===== config.mk =====
export PLATFORM = sky130hd
export DESIGN_NAME = alu_op_sequencer
export DESIGN_NICKNAME = d
export VERILOG_FILES = /design/src/rtl/alu_seq_pkg.sv /design/src/rtl/alu_op_sequencer_fifo.sv /design/src/rtl/alu_op_sequencer.sv
export SDC_FILE = /design/constraint.sdc
export NUM_CORES = 1
export LEC_CHECK = 0
export CAP_MARGIN = 20
export CORE_ASPECT_RATIO = 0.6
export CORE_MARGIN = 4
export CORE_UTILIZATION = 40
export CTS_CLUSTER_DIAMETER = 150
export DETAILED_ROUTE_END_ITERATION = 6
export MAX_ROUTING_LAYER = met4
export PLACE_DENSITY = 0.74
export SYNTH_ARGS = -nofsm -noshare
export SYNTH_HDL_FRONTEND = slang
export SYNTH_HIERARCHICAL = 1
export SYNTH_SLANG_ARGS = --single-unit
export TNS_END_PERCENT = 20

===== constraint.sdc =====
create_clock -name clk -period 2.4 [get_ports clk]
set_input_delay 0.36 -clock clk [delete_from_list [all_inputs] [get_ports clk]]
set_output_delay 0.36 -clock clk [all_outputs]
set_load 0.01 [all_outputs]

===== src/rtl/alu_seq_pkg.sv =====
// Shared definitions for the ALU operation sequencer: op codes, FSM states
// and the request record layout used at the default ALU width.
package alu_seq_pkg;

  localparam logic [2:0] ADD = 3'd0;
  localparam logic [2:0] ADC = 3'd1;
  localparam logic [2:0] SUB = 3'd2;
  localparam logic [2:0] INC = 3'd3;
  localparam logic [2:0] DEC = 3'd4;
  localparam logic [2:0] CMP = 3'd5;
  localparam logic [2:0] SHL = 3'd6;
  localparam logic [2:0] SHR = 3'd7;

  localparam int unsigned ALU_N = 8;

  typedef enum logic [1:0] {
    ST_IDLE,
    ST_ISSUE,
    ST_CAPTURE,
    ST_RESP
  } seq_state_t;

  typedef struct packed {
    logic [2:0]       op;
    logic [ALU_N-1:0] a;
    logic [ALU_N-1:0] b;
  } alu_req_t;

endpackage


===== src/rtl/alu_op_sequencer_fifo.sv =====
// Synchronous request FIFO with show-ahead head output; pointers carry one
// extra wrap bit so full and empty are distinguishable.
module alu_req_fifo #(
  parameter int unsigned WIDTH = 19,
  parameter int unsigned DEPTH = 4
) (
  input  logic             clk,
  input  logic             rst,
  input  logic             push,
  input  logic             pop,
  input  logic [WIDTH-1:0] din,
  output logic [WIDTH-1:0] dout,
  output logic             full,
  output logic             empty
);

  localparam int unsigned AW = $clog2(DEPTH);
  localparam logic [AW:0] PTR_ONE = 1;

  logic [WIDTH-1:0] mem [DEPTH];
  logic [AW:0]      wptr;
  logic [AW:0]      rptr;

  assign full  = (wptr[AW] != rptr[AW]) && (wptr[AW-1:0] == rptr[AW-1:0]);
  assign empty = (wptr == rptr);
  assign dout  = mem[rptr[AW-1:0]];

  always_ff @(posedge clk) begin
    if (rst) begin
      wptr <= '0;
      rptr <= '0;
    end else begin
      if (push && !full)  wptr <= wptr + PTR_ONE;
      if (pop  && !empty) rptr <= rptr + PTR_ONE;
    end
  end

  always_ff @(posedge clk) begin
    if (push && !full) mem[wptr[AW-1:0]] <= din;
  end

endmodule


===== src/rtl/alu_op_sequencer.sv =====
// Host-side sequencer: queues ALU requests, issues one enable pulse per op,
// captures the registered result/flags and returns them on a response stream.
module alu_op_sequencer
  import alu_seq_pkg::*;
#(
  parameter int unsigned N     = 8,
  parameter int unsigned DEPTH = 4
) (
  input  logic         clk,
  input  logic         rst,
  input  logic         req_valid,
  output logic         req_ready,
  input  logic [2:0]   req_op,
  input  logic [N-1:0] req_a,
  input  logic [N-1:0] req_b,
  output logic [N-1:0] alu_a,
  output logic [N-1:0] alu_b,
  output logic [2:0]   alu_op,
  output logic         alu_en,
  input  logic [N-1:0] alu_result,
  input  logic         alu_carry,
  input  logic         alu_zero,
  output logic         rsp_valid,
  input  logic         rsp_ready,
  output logic [N-1:0] rsp_result,
  output logic         rsp_carry,
  output logic         rsp_zero,
  output logic [2:0]   rsp_op,
  output logic [15:0]  op_count
);

  typedef struct packed {
    logic [2:0]   op;
    logic [N-1:0] a;
    logic [N-1:0] b;
  } req_t;

  seq_state_t state;
  seq_state_t state_n;

  req_t head;
  req_t req_in;
  logic fifo_full;
  logic fifo_empty;
  logic pop;
  logic issue;
  logic capture;
  logic done;

  assign req_in    = '{op: req_op, a: req_a, b: req_b};
  // Readiness is plain not-full: a pop in the same cycle does not free a slot early.
  assign req_ready = !fifo_full;

  alu_req_fifo #(
    .WIDTH($bits(req_t)),
    .DEPTH(DEPTH)
  ) u_fifo (
    .clk  (clk),
    .rst  (rst),
    .push (req_valid),
    .pop  (pop),
    .din  (req_in),
    .dout (head),
    .full (fifo_full),
    .empty(fifo_empty)
  );

  always_ff @(posedge clk) begin
    if (rst) state <= ST_IDLE;
    else     state <= state_n;
  end

  always_comb begin
    state_n = state;
    pop     = 1'b0;
    issue   = 1'b0;
    capture = 1'b0;
    done    = 1'b0;
    case (state)
      ST_IDLE: begin
        if (!fifo_empty) begin
          pop     = 1'b1;
          issue   = 1'b1;
          state_n = ST_ISSUE;
        end
      end
      ST_ISSUE:   state_n = ST_CAPTURE;
      ST_CAPTURE: begin
        capture = 1'b1;
        state_n = ST_RESP;
      end
      ST_RESP: begin
        if (rsp_ready) begin
          done = 1'b1;
          if (!fifo_empty) begin
            pop     = 1'b1;
            issue   = 1'b1;
            state_n = ST_ISSUE;
          end else begin
            state_n = ST_IDLE;
          end
        end
      end
      default: state_n = ST_IDLE;
    endcase
  end

  always_ff @(posedge clk) begin
    if (rst) begin
      alu_en     <= 1'b0;
      alu_a      <= '0;
      alu_b      <= '0;
      alu_op     <= '0;
      rsp_valid  <= 1'b0;
      rsp_result <= '0;
      rsp_carry  <= 1'b0;
      rsp_zero   <= 1'b0;
      rsp_op     <= '0;
      op_count   <= '0;
    end else begin
      alu_en <= issue;
      if (issue) begin
        alu_a  <= head.a;
        alu_b  <= head.b;
        alu_op <= head.op;
      end
      if (capture) begin
        rsp_result <= alu_result;
        rsp_carry  <= alu_carry;
        rsp_zero   <= alu_zero;
        rsp_op     <= alu_op;
        rsp_valid  <= 1'b1;
      end else if (done) begin
        rsp_valid <= 1'b0;
        op_count  <= op_count + 16'd1;
      end
    end
  end

endmodule


; Word level (Yosys, flattened, before mapping)
; Memory sizes are Yosys's and may differ from the RTL's. A register that Yosys moved wholly into a read port is not among the register bits.
; Index checks and enable logic that the tools add are counted.
[word_totals]
in_bits = 33
memories = 1
out_inout_bits = 51
ramBits = 76
elab_cells = 46
ff_bits = 39
[classes]
n_eq_ne = 8
add_sub_neg = 3
reduce_logical = 9
mux = 14
bitwise_logic = 1
[memory_table]
columns = name, words, width, rd, rd_ports_with_merged_regs, write_ports, line_no
row1 = u_fifo.mem, 4, 19, 1, 1, 1, alu_op_sequencer_fifo.sv:20  ; logic [WIDTH-1:0] mem [DEPTH];
[op_table]
columns = operator, n
row1 = "16-bit by 1-bit adder with 16-bit output, second input constant", 1
row2 = 1-bit 2-to-1 mux, 10
row3 = 2-bit one-hot mux with 4 select lines, 1
row4 = "3-bit by 1-bit adder with 3-bit output, second input constant", 2
row5 = "2-bit == test, second input constant", 2
row6 = 2-bit 2-to-1 mux, 2
row7 = "2-bit != test, second input constant", 2
row8 = 2-bit AND reduction, 2
row9 = 3-bit == test, 1
row10 = 1-bit logical AND, 3
row11 = "2-bit by 1-bit == test with 1-bit output, second input constant", 1
row12 = 2-bit == test, 1
row13 = 1-bit zero test, 2
row14 = 2-bit zero test, 1
row15 = 1-bit one-hot mux with 2 select lines, 1
row16 = 2-bit nonzero test, 1
row17 = 1-bit != test, 1
row18 = 1-bit NOT, 1

; Longest topological paths before layout
; Gate-level depths: netlist (run 1).
[logic_depth]
ltp_word = 6
mapped_depth = 10
depth_no_buf = 8

; Modules after synthesis
; Netlist (run 1), hierarchy kept.
[by_module_without_submodules]
columns = module, n_inst, area_per_inst_um2, cells_per_inst, seq_area_each_um2
row1 = alu_req_fifo, 1, 3313.2, 167, 2442.3
row2 = alu_op_sequencer, 1, 2064.5, 234, 1041.0

; Worst setup path before layout (run 1)
; Ideal clock, no wire load.
[synth_timing]
path_type = register to register
start = register u_fifo.rptr[1]
end = memory u_fifo.mem[3][0] (enable)
period_less_slack_ns = 2.184
setup_slack_ns = 0.216
setup_ns = 0.407
path_stages_with_launch = 4
path_buffers = 1
t_arrival_ns = 1.778
required_ns = 1.993
cell_sequence = dfxtp_1 clkbuf_4 xnor2_1 a31oi_1
[synth_via]
elab_chain_len = 6
[synth_lines]
columns = element, line_no
row1 = "start, declared", alu_op_sequencer_fifo.sv:22  ; logic [AW:0] rptr;
row2 = "start signal, assigned", alu_op_sequencer_fifo.sv:34  ; if (pop && !empty) rptr <= rptr + PTR_ONE;
row3 = 2-bit == test, alu_op_sequencer_fifo.sv:24  ; assign full = (wptr[AW] != rptr[AW]) && (wptr[AW-1:0] == rptr[AW-1:0]);
row4 = 1-bit logical AND, alu_op_sequencer_fifo.sv:24
row5 = 1-bit zero test, alu_op_sequencer_fifo.sv:39  ; if (push && !full) mem[wptr[AW-1:0]] <= din;
row6 = 1-bit logical AND, alu_op_sequencer_fifo.sv:39
row7 = 1-bit 2-to-1 mux, alu_op_sequencer_fifo.sv:39
row8 = 1-bit 2-to-1 mux (implied by the code), alu_op_sequencer_fifo.sv:39
row9 = "end, declared", alu_op_sequencer_fifo.sv:20
; No other way between the ends.

; Final worst setup path (run 1)
[layout_timing]
start = register u_fifo.rptr[0]
end = output port req_ready
[layout_via]
elab_chain_len = 3
[layout_lines]
columns = element, line_no
row1 = 2-bit == test, alu_op_sequencer_fifo.sv:24
row2 = 1-bit logical AND, alu_op_sequencer_fifo.sv:24
row3 = via fifo_full, alu_op_sequencer.sv:43  ; logic fifo_full;
row4 = 1-bit zero test, alu_op_sequencer.sv:52  ; assign req_ready = !fifo_full;
row5 = "end, declared", alu_op_sequencer.sv:12  ; output logic req_ready,
; The timed path passes the listed nets, and every way through them passes these cells.

==> results of run 1 <==
## worst register-to-register path, delay by kind of cell (launching register included)
family	cells	cell delay (ns)
compound gates	1	0.15
fa+ha+maj	1	0.34
buf+inv	1	0.10
flops	1	0.34
simple gates	3	1.08
## cell usage in the layout, fill, tap and decap left out, drive strengths merged, types with 3 or more instances in the layout
master	n
a21oi	27
a31oi	4
and2	3
and3	3
buf	20
clkbuf	25
clkdlybuf4s50	82
clkinv	3
dfxtp	60
edfxtp	76
ha	10
inv	15
mux2i	15
mux4	19
nand2	49
nand3	8
nand4	5
nor2	30
nor3b	4
o211ai	5
o21ai	7
or3	4
or4	3
xnor2	7
xor2	9
## area by class of cell
| cell class | instances | area (um2) | area share (%) |
|---|---|---|---|
| Sequential cell | 136 | 3485 | 49.55 |
| Multi-Input combinational cell | 232 | 1733 | 24.64 |
| Timing Repair Buffer | 102 | 968.4 | 13.77 |
| Clock buffer | 25 | 543.0 | 7.721 |
| Tap cell | 170 | 212.7 | 3.024 |
| Clock inverter | 7 | 50.05 | 0.7116 |
| Inverter | 11 | 41.29 | 0.5871 |
## metrics by stage
stage / hold WS (ns) / std cells / setup WS, ns / utilization [%]
global route: 0.4830 / 683 / 0.02629 / 54.05
CTS: 0.4613 / 683 / 0.04685 / 54.04
detailed placement: 0.4512 / 651 / 0.1447 / 49.48
floorplan: 0.4589 / 401 / 0.2156 / -
global placement: 0.4441 / 651 / 0.2520 / 49.48
finish: 0.4584 / 683 / 0.1438 / 54.05
## routing by layer
metal  track usage (%)  vias up  part of all wire, %
met5                 -        -                    0
met4             5.552        0                 0.94
met3             5.049       10                  7.7
met2             24.17      119                   46
met1             21.93     1739                   45
li1                  -     1665                    -
## power groups by stage
stage | Sequential (uW) | Clock (uW) | Combinational, uW
floorplan | 3110 | 0 | 1080
global placement | 3040 | 0 | 1910
detailed placement | 3060 | 0 | 1970
CTS | 3020 | 2580 | 1980
global route | 3060 | 2700 | 2170
finish | 3020 | 2540 | 1950
## worst paths after layout
path | cells after the start | slack, ns | from | end
worst max register to register | 6 | 0.33 | state[0]$_SDFFE_PP0P_ | op_count[14]$_SDFFE_PP0P_
worst min-delay path | 2 | 0.46 | alu_a[5]$_SDFFE_PP0P_ | alu_a[5]$_SDFFE_PP0P_
worst max-delay path | 5 | 0.14 | u_fifo/rptr[0]$_SDFFE_PP0P_ | req_ready
worst min register to register | 2 | 0.46 | alu_a[5]$_SDFFE_PP0P_ | alu_a[5]$_SDFFE_PP0P_
## cell families after synthesis
family                     count (synthesis)
AOI/OAI and AO/OA                         52
xor gates and xnor gates                  16
adders and majority gates                 10
muxes                                     35
buffers and inverters                     33
and+or+nand+nor                          119
DFF                                      136
## sequential cells by signal (all words and copies together) (netlist names), 2 cells and up, named ones only
| register | flops |
|---|---|
| alu_b | 8 |
| rsp_op | 3 |
| u_fifo/mem | 76 |
| u_fifo/wptr | 3 |
| alu_op | 3 |
| rsp_result | 8 |
| u_fifo/rptr | 3 |
| state | 2 |
| op_count | 16 |
| alu_a | 8 |
## timing repair
| item | 4_1_cts | 5_1_grt |
|---|---|---|
| endpoints found under the setup margin | 0 | 2 |
| resized for setup | 0 | 1 |
| hold endpoints to repair | 0 | 0 |
==> results.json, run 1 <==
{
  "status": "complete, no violations",
  "cp_top_family": "buffers and inverters",
  "yosys.area_share.simple_pct": 10.49,
  "drt_first_pass_iters": 5,
  "track_usage_pct": 16.49,
  "hold_class": "reg -> reg",
  "synth-seq-area-share_pct": 64.77,
  "antenna_found_initial": 0,
  "synth_edf_count": 76,
  "post_cts_buffers": 0,
  "synth_top_area_share_pct": 42.44,
  "antenna_left": 0,
  "nNetsFinal": 543,
  "dp_hpwl_um": 7872,
  "portBuffers": 83,
  "ys_types": 44,
  "yosys_warnings": 6,
  "maxCapViolCount": 0,
  "critPathMaxFanout": 6,
  "gr-total-overflow": 0,
  "worstSkewPairLatency_ns": 0.41,
  "p_comb_share_pct": 26.0,
  "final_cell_area_um2": 7033,
  "drv_slew": 0,
  "p_total_uw": 7508,
  "fin_crit_sh_pct": 94.01,
  "p_leak_uw": 0.002432,
  "swShare_pct": 28.72,
  "grt_max_degree": 40,
  "setup_viol": 0,
  "synth_top_family_by_area": "multiplexers",
  "place_area_um2": 6439,
  "drcViolationCount": 0,
  "critical-path-slowest-cell": "clkdlybuf4s50_1",
  "fp.dieW_um": 157.7,
  "vias_per_cell": 5.173,
  "worst-path-buf-inv": 2,
  "synth_seq_cells": 136,
  "num_rows": 32,
  "synth.most_common_cell": "edfxtp_1",
  "ys_top_cells_by_area": "edfxtp_1 42%, dfxtp_1 22%, mux4_2 8.0%, nand2_1 3.4%, mux2i_1 2.8%",
  "dieArea_um2": 15420,
  "cts_buffers": 17,
  "max-slew-margin-rel_pct": 49.10,
  "synth_compound_area_share_pct": 5.724,
  "fmax_ghz": 0.4432,
  "gp_congestion": 0.8557,
  "clk_path_buf_depth": 2,
  "synthMuxAreaShare_pct": 10.96,
  "wirelength_um": 11690,
  "grt_pass1_vias": 3594,
  "worst_slew_pin_slew_ns": 0.7635,
  "wl_per_cell_um": 17.12,
  "worst-setup-path-type": "reg -> out",
  "cts_tree": "done",
  "vias": 3533,
  "synthXorXnorAreaFrac_pct": 2.606,
  "syn_area_um2": 5378,
  "core_um2": 13010,
  "min_period_ns": 2.256,
  "start_util_pct": 41.33,
  "htree_levels": 4,
  "rsz0062_at_grt": "no",
  "crit_path_start_kind": "flop",
  "fillCellCount": 1051,
  "p_int_uw": 5352,
  "skew_ns": 0.007974,
  "antennaDiodeCount": 0,
  "p_clk_share_pct": 33.8,
  "netlist_instances": 401,
  "worstPathArrival_ns": 1.90,
  "synthFlopType": "edfxtp_1",
  "yosys.area.top_type": "edfxtp_1",
  "hold_viol_final": 0,
  "cts-root-buf": "clkbuf_16",
  "fin_tns_setup_ns": 0,
  "cts_hold_buf": 0,
  "avgSynthCellArea_um2": 13.41,
  "grt_first_pass_wirelength_um": 18890,
  "p_switching_uw": 2156,
  "synth_top_cells_by_count": "76 x edfxtp_1, 60 x dfxtp_1, 49 x nand2_1",
  "drt_iter0_markers": 164,
  "crit_chain": "xnor2_1, nand2_1, nor2_1, inv_1, clkdlybuf4s50_1",
  "async_flop_share_pct": 0,
  "io_pins": 84,
  "cts.sinks": 136,
  "critPathRequiredTime_ns": 2.04,
  "power_density_nw_per_um2": 1068,
  "synthAdderAreaFrac_pct": 2.327,
  "ir_drop_v": 0.0005745,
  "pwr-share-seq_pct": 40.2,
  "die_h_um": 97.82,
  "drive_gt1_share_pct": 14.42,
  "end_kind": "primary output",
  "areaGrowthSynthToFinish_pct": 30.78,
  "clkTransAtPathRegs_ns": 0.06,
  "syn_nets": 444,
  "max_stage_delay_ns": 0.48
}
Power figures use the tool's default switching activity.
==> run 2, diff against run 1 <==
CORE_UTILIZATION = 37   (was 40)
PLACE_DENSITY = 0.71   (was 0.74)
==> run 2 against run 1 <==
Fmax up 2.1%. Clock power is 5% lower. Die area rose by 7.6%. Power decreased by 0.69%. Worst hold slack worse by 0.0042 ns. Via count is 1.7% lower. Combinational power increased by 3%. Sequential power about the same. Critical path depth grew 1. Clock skew is 0.0023 ns higher. Non-clock buffer count did not move. Global-route usage is 1.0 points lower. Critical endpoint unchanged.
==> results.json, run 2 (synthesized netlist as in run 1, its figures left out) <==
{
  "power_density_nw_per_um2": 1057,
  "cts-root-buf": "clkbuf_16",
  "mostFrequentLayoutCells": "82 x clkdlybuf4s50_1, 76 x edfxtp_1, 57 x dfxtp_1",
  "fp.dieW_um": 163.6,
  "nNetsFinal": 543,
  "p_switching_uw": 2177,
  "drcViolationCount": 0,
  "crit_path_start_kind": "flop",
  "critPathRequiredTime_ns": 2.04,
  "htree_levels": 4,
  "vias_per_cell": 4.928,
  "antenna_left": 0,
  "portBuffers": 83,
  "cts_hold_buf": 0,
  "dp_hpwl_um": 8121,
  "maxCapViolCount": 0,
  "post_cts_buffers": 0,
  "grt_first_pass_wirelength_um": 18930,
  "cts.sinks": 136,
  "dieArea_um2": 16590,
  "start_util_pct": 38.53,
  "grt_max_degree": 40,
  "drt_first_pass_iters": 4,
  "pwr-share-seq_pct": 40.7,
  "drv_slew": 0,
  "rsz0062_at_grt": "no",
  "worstPathArrival_ns": 1.85,
  "r2r-start": "state[1]$_SDFFE_PP0P_",
  "cts_buffers": 17,
  "p_clk_share_pct": 32.4,
  "num_rows": 33,
  "worst_slew_pin_slew_ns": 0.7761,
  "wirelength_um": 11800,
  "cts-resized-gates": 2,
  "final_common_cell": "clkdlybuf4s50_1",
  "hold_viol_final": 0,
  "hold_start": "alu_a[1]$_SDFFE_PP0P_",
  "cts_tree": "done",
  "status": "complete, no violations",
  "fin_crit_sh_pct": 92.04,
  "vias": 3474,
  "fillCellCount": 1236,
  "antenna_found_initial": 0,
  "hold_class": "reg -> reg",
  "grt_pass1_vias": 3655,
  "seq_area_um2": 3490,
  "skew_ns": 0.01023,
  "io_pins": 84,
  "swShare_pct": 29.19,
  "antennaDiodeCount": 0,
  "largest_reg_flops": 76,
  "fmax_ghz": 0.4527,
  "track_usage_pct": 15.47,
  "max-slew-margin-rel_pct": 48.26,
  "ir_drop_v": 0.0004273,
  "p_total_uw": 7456,
  "setup_viol": 0,
  "gr-total-overflow": 0,
  "drt_iter0_markers": 197,
  "wl_per_cell_um": 16.74,
  "p_int_uw": 5279,
  "worstSkewPairLatency_ns": 0.41,
  "fin_tns_setup_ns": 0,
  "clkTransAtPathRegs_ns": 0.06,
  "multiInputGateArea_um2": 1750,
  "min_period_ns": 2.209,
  "worst-setup-path-type": "reg -> out",
  "clk_path_buf_depth": 2,
  "gp_congestion": 0.8353,
  "drive_gt1_share_pct": 15.40,
  "die_h_um": 101.4,
  "critPathMaxFanout": 9,
  "p_leak_uw": 0.002421,
  "areaGrowthSynthToFinish_pct": 31.15,
  "p_comb_share_pct": 26.8,
  "cp-startpoint": "u_fifo/wptr[1]$_SDFFE_PP0P_",
  "end_kind": "primary output",
  "core_um2": 13960
}
[run 2: cell count changes in the layout (fill, tap and decap cells not counted), sizes merged]
cell,previous run,this run
clkbuf,25,23
clkinv,3,5
clkinvlp,0,1
inv,15,14
[run 2: final cells by class]
type | count | share of cell area, %
Clock buffer | 23 | 7.114
Clock inverter | 9 | 0.8693
Inverter | 11 | 0.5854
Multi-Input combinational cell | 232 | 24.82
Sequential cell | 136 | 49.48
Tap cell | 192 | 3.406
Timing Repair Buffer | 102 | 13.73
[run 2: final timing paths]
check | slack, ns | cells past startpoint | to
min reg2reg | 0.45 | 2 | alu_a[1]$_SDFFE_PP0P_
max | 0.19 | 6 | req_ready
max reg2reg | 0.30 | 7 | flop
min | 0.45 | 2 | alu_a[1]$_SDFFE_PP0P_
[run 2: per-stage QoR]
| step | util [%] | setup slack (ns) | hold WS [ns] | cells | instance area [um2] |
|---|---|---|---|---|---|
| global route | 50.54 | 0.009303 | 0.4825 | 705 | 7053 |
| global placement | 46.33 | 0.2358 | 0.4440 | 673 | 6466 |
| floorplan | - | 0.2156 | 0.4589 | 401 | 5378 |
| CTS | 50.39 | 0.02934 | 0.4578 | 705 | 7032 |
| finish | 50.54 | 0.1909 | 0.4542 | 705 | 7053 |
| detailed placement | 46.33 | 0.1186 | 0.4498 | 673 | 6466 |
[run 2: layer usage]
layer | vias to the layer above | part of all wire, % | global-route usage (%)
li1 | 1672 | - | -
met1 | 1694 | 48 | 20.40
met2 | 102 | 45 | 23.12
met3 | 6 | 6.4 | 4.961
met4 | 0 | 0.61 | 4.446
met5 | - | 0 | -
[run 2: power by group through the flow]
stage | sequential (uW) | clock [uW] | combinational, uW
after floorplan | 3110 | 0 | 1080
after global placement | 3050 | 0 | 1930
after detailed placement | 3080 | 0 | 2000
after CTS | 3030 | 2470 | 2010
after global routing | 3080 | 2590 | 2200
final | 3040 | 2420 | 2000
[run 2: critical path, cell delays in order (launching register included)]
cell and delay [ns]:
dfxtp_4 0.38, xnor2_2 0.19, nand2_1 0.09, buf_4 0.16, nor2_2 0.12, inv_1 0.05
clkdlybuf4s50_1 0.47
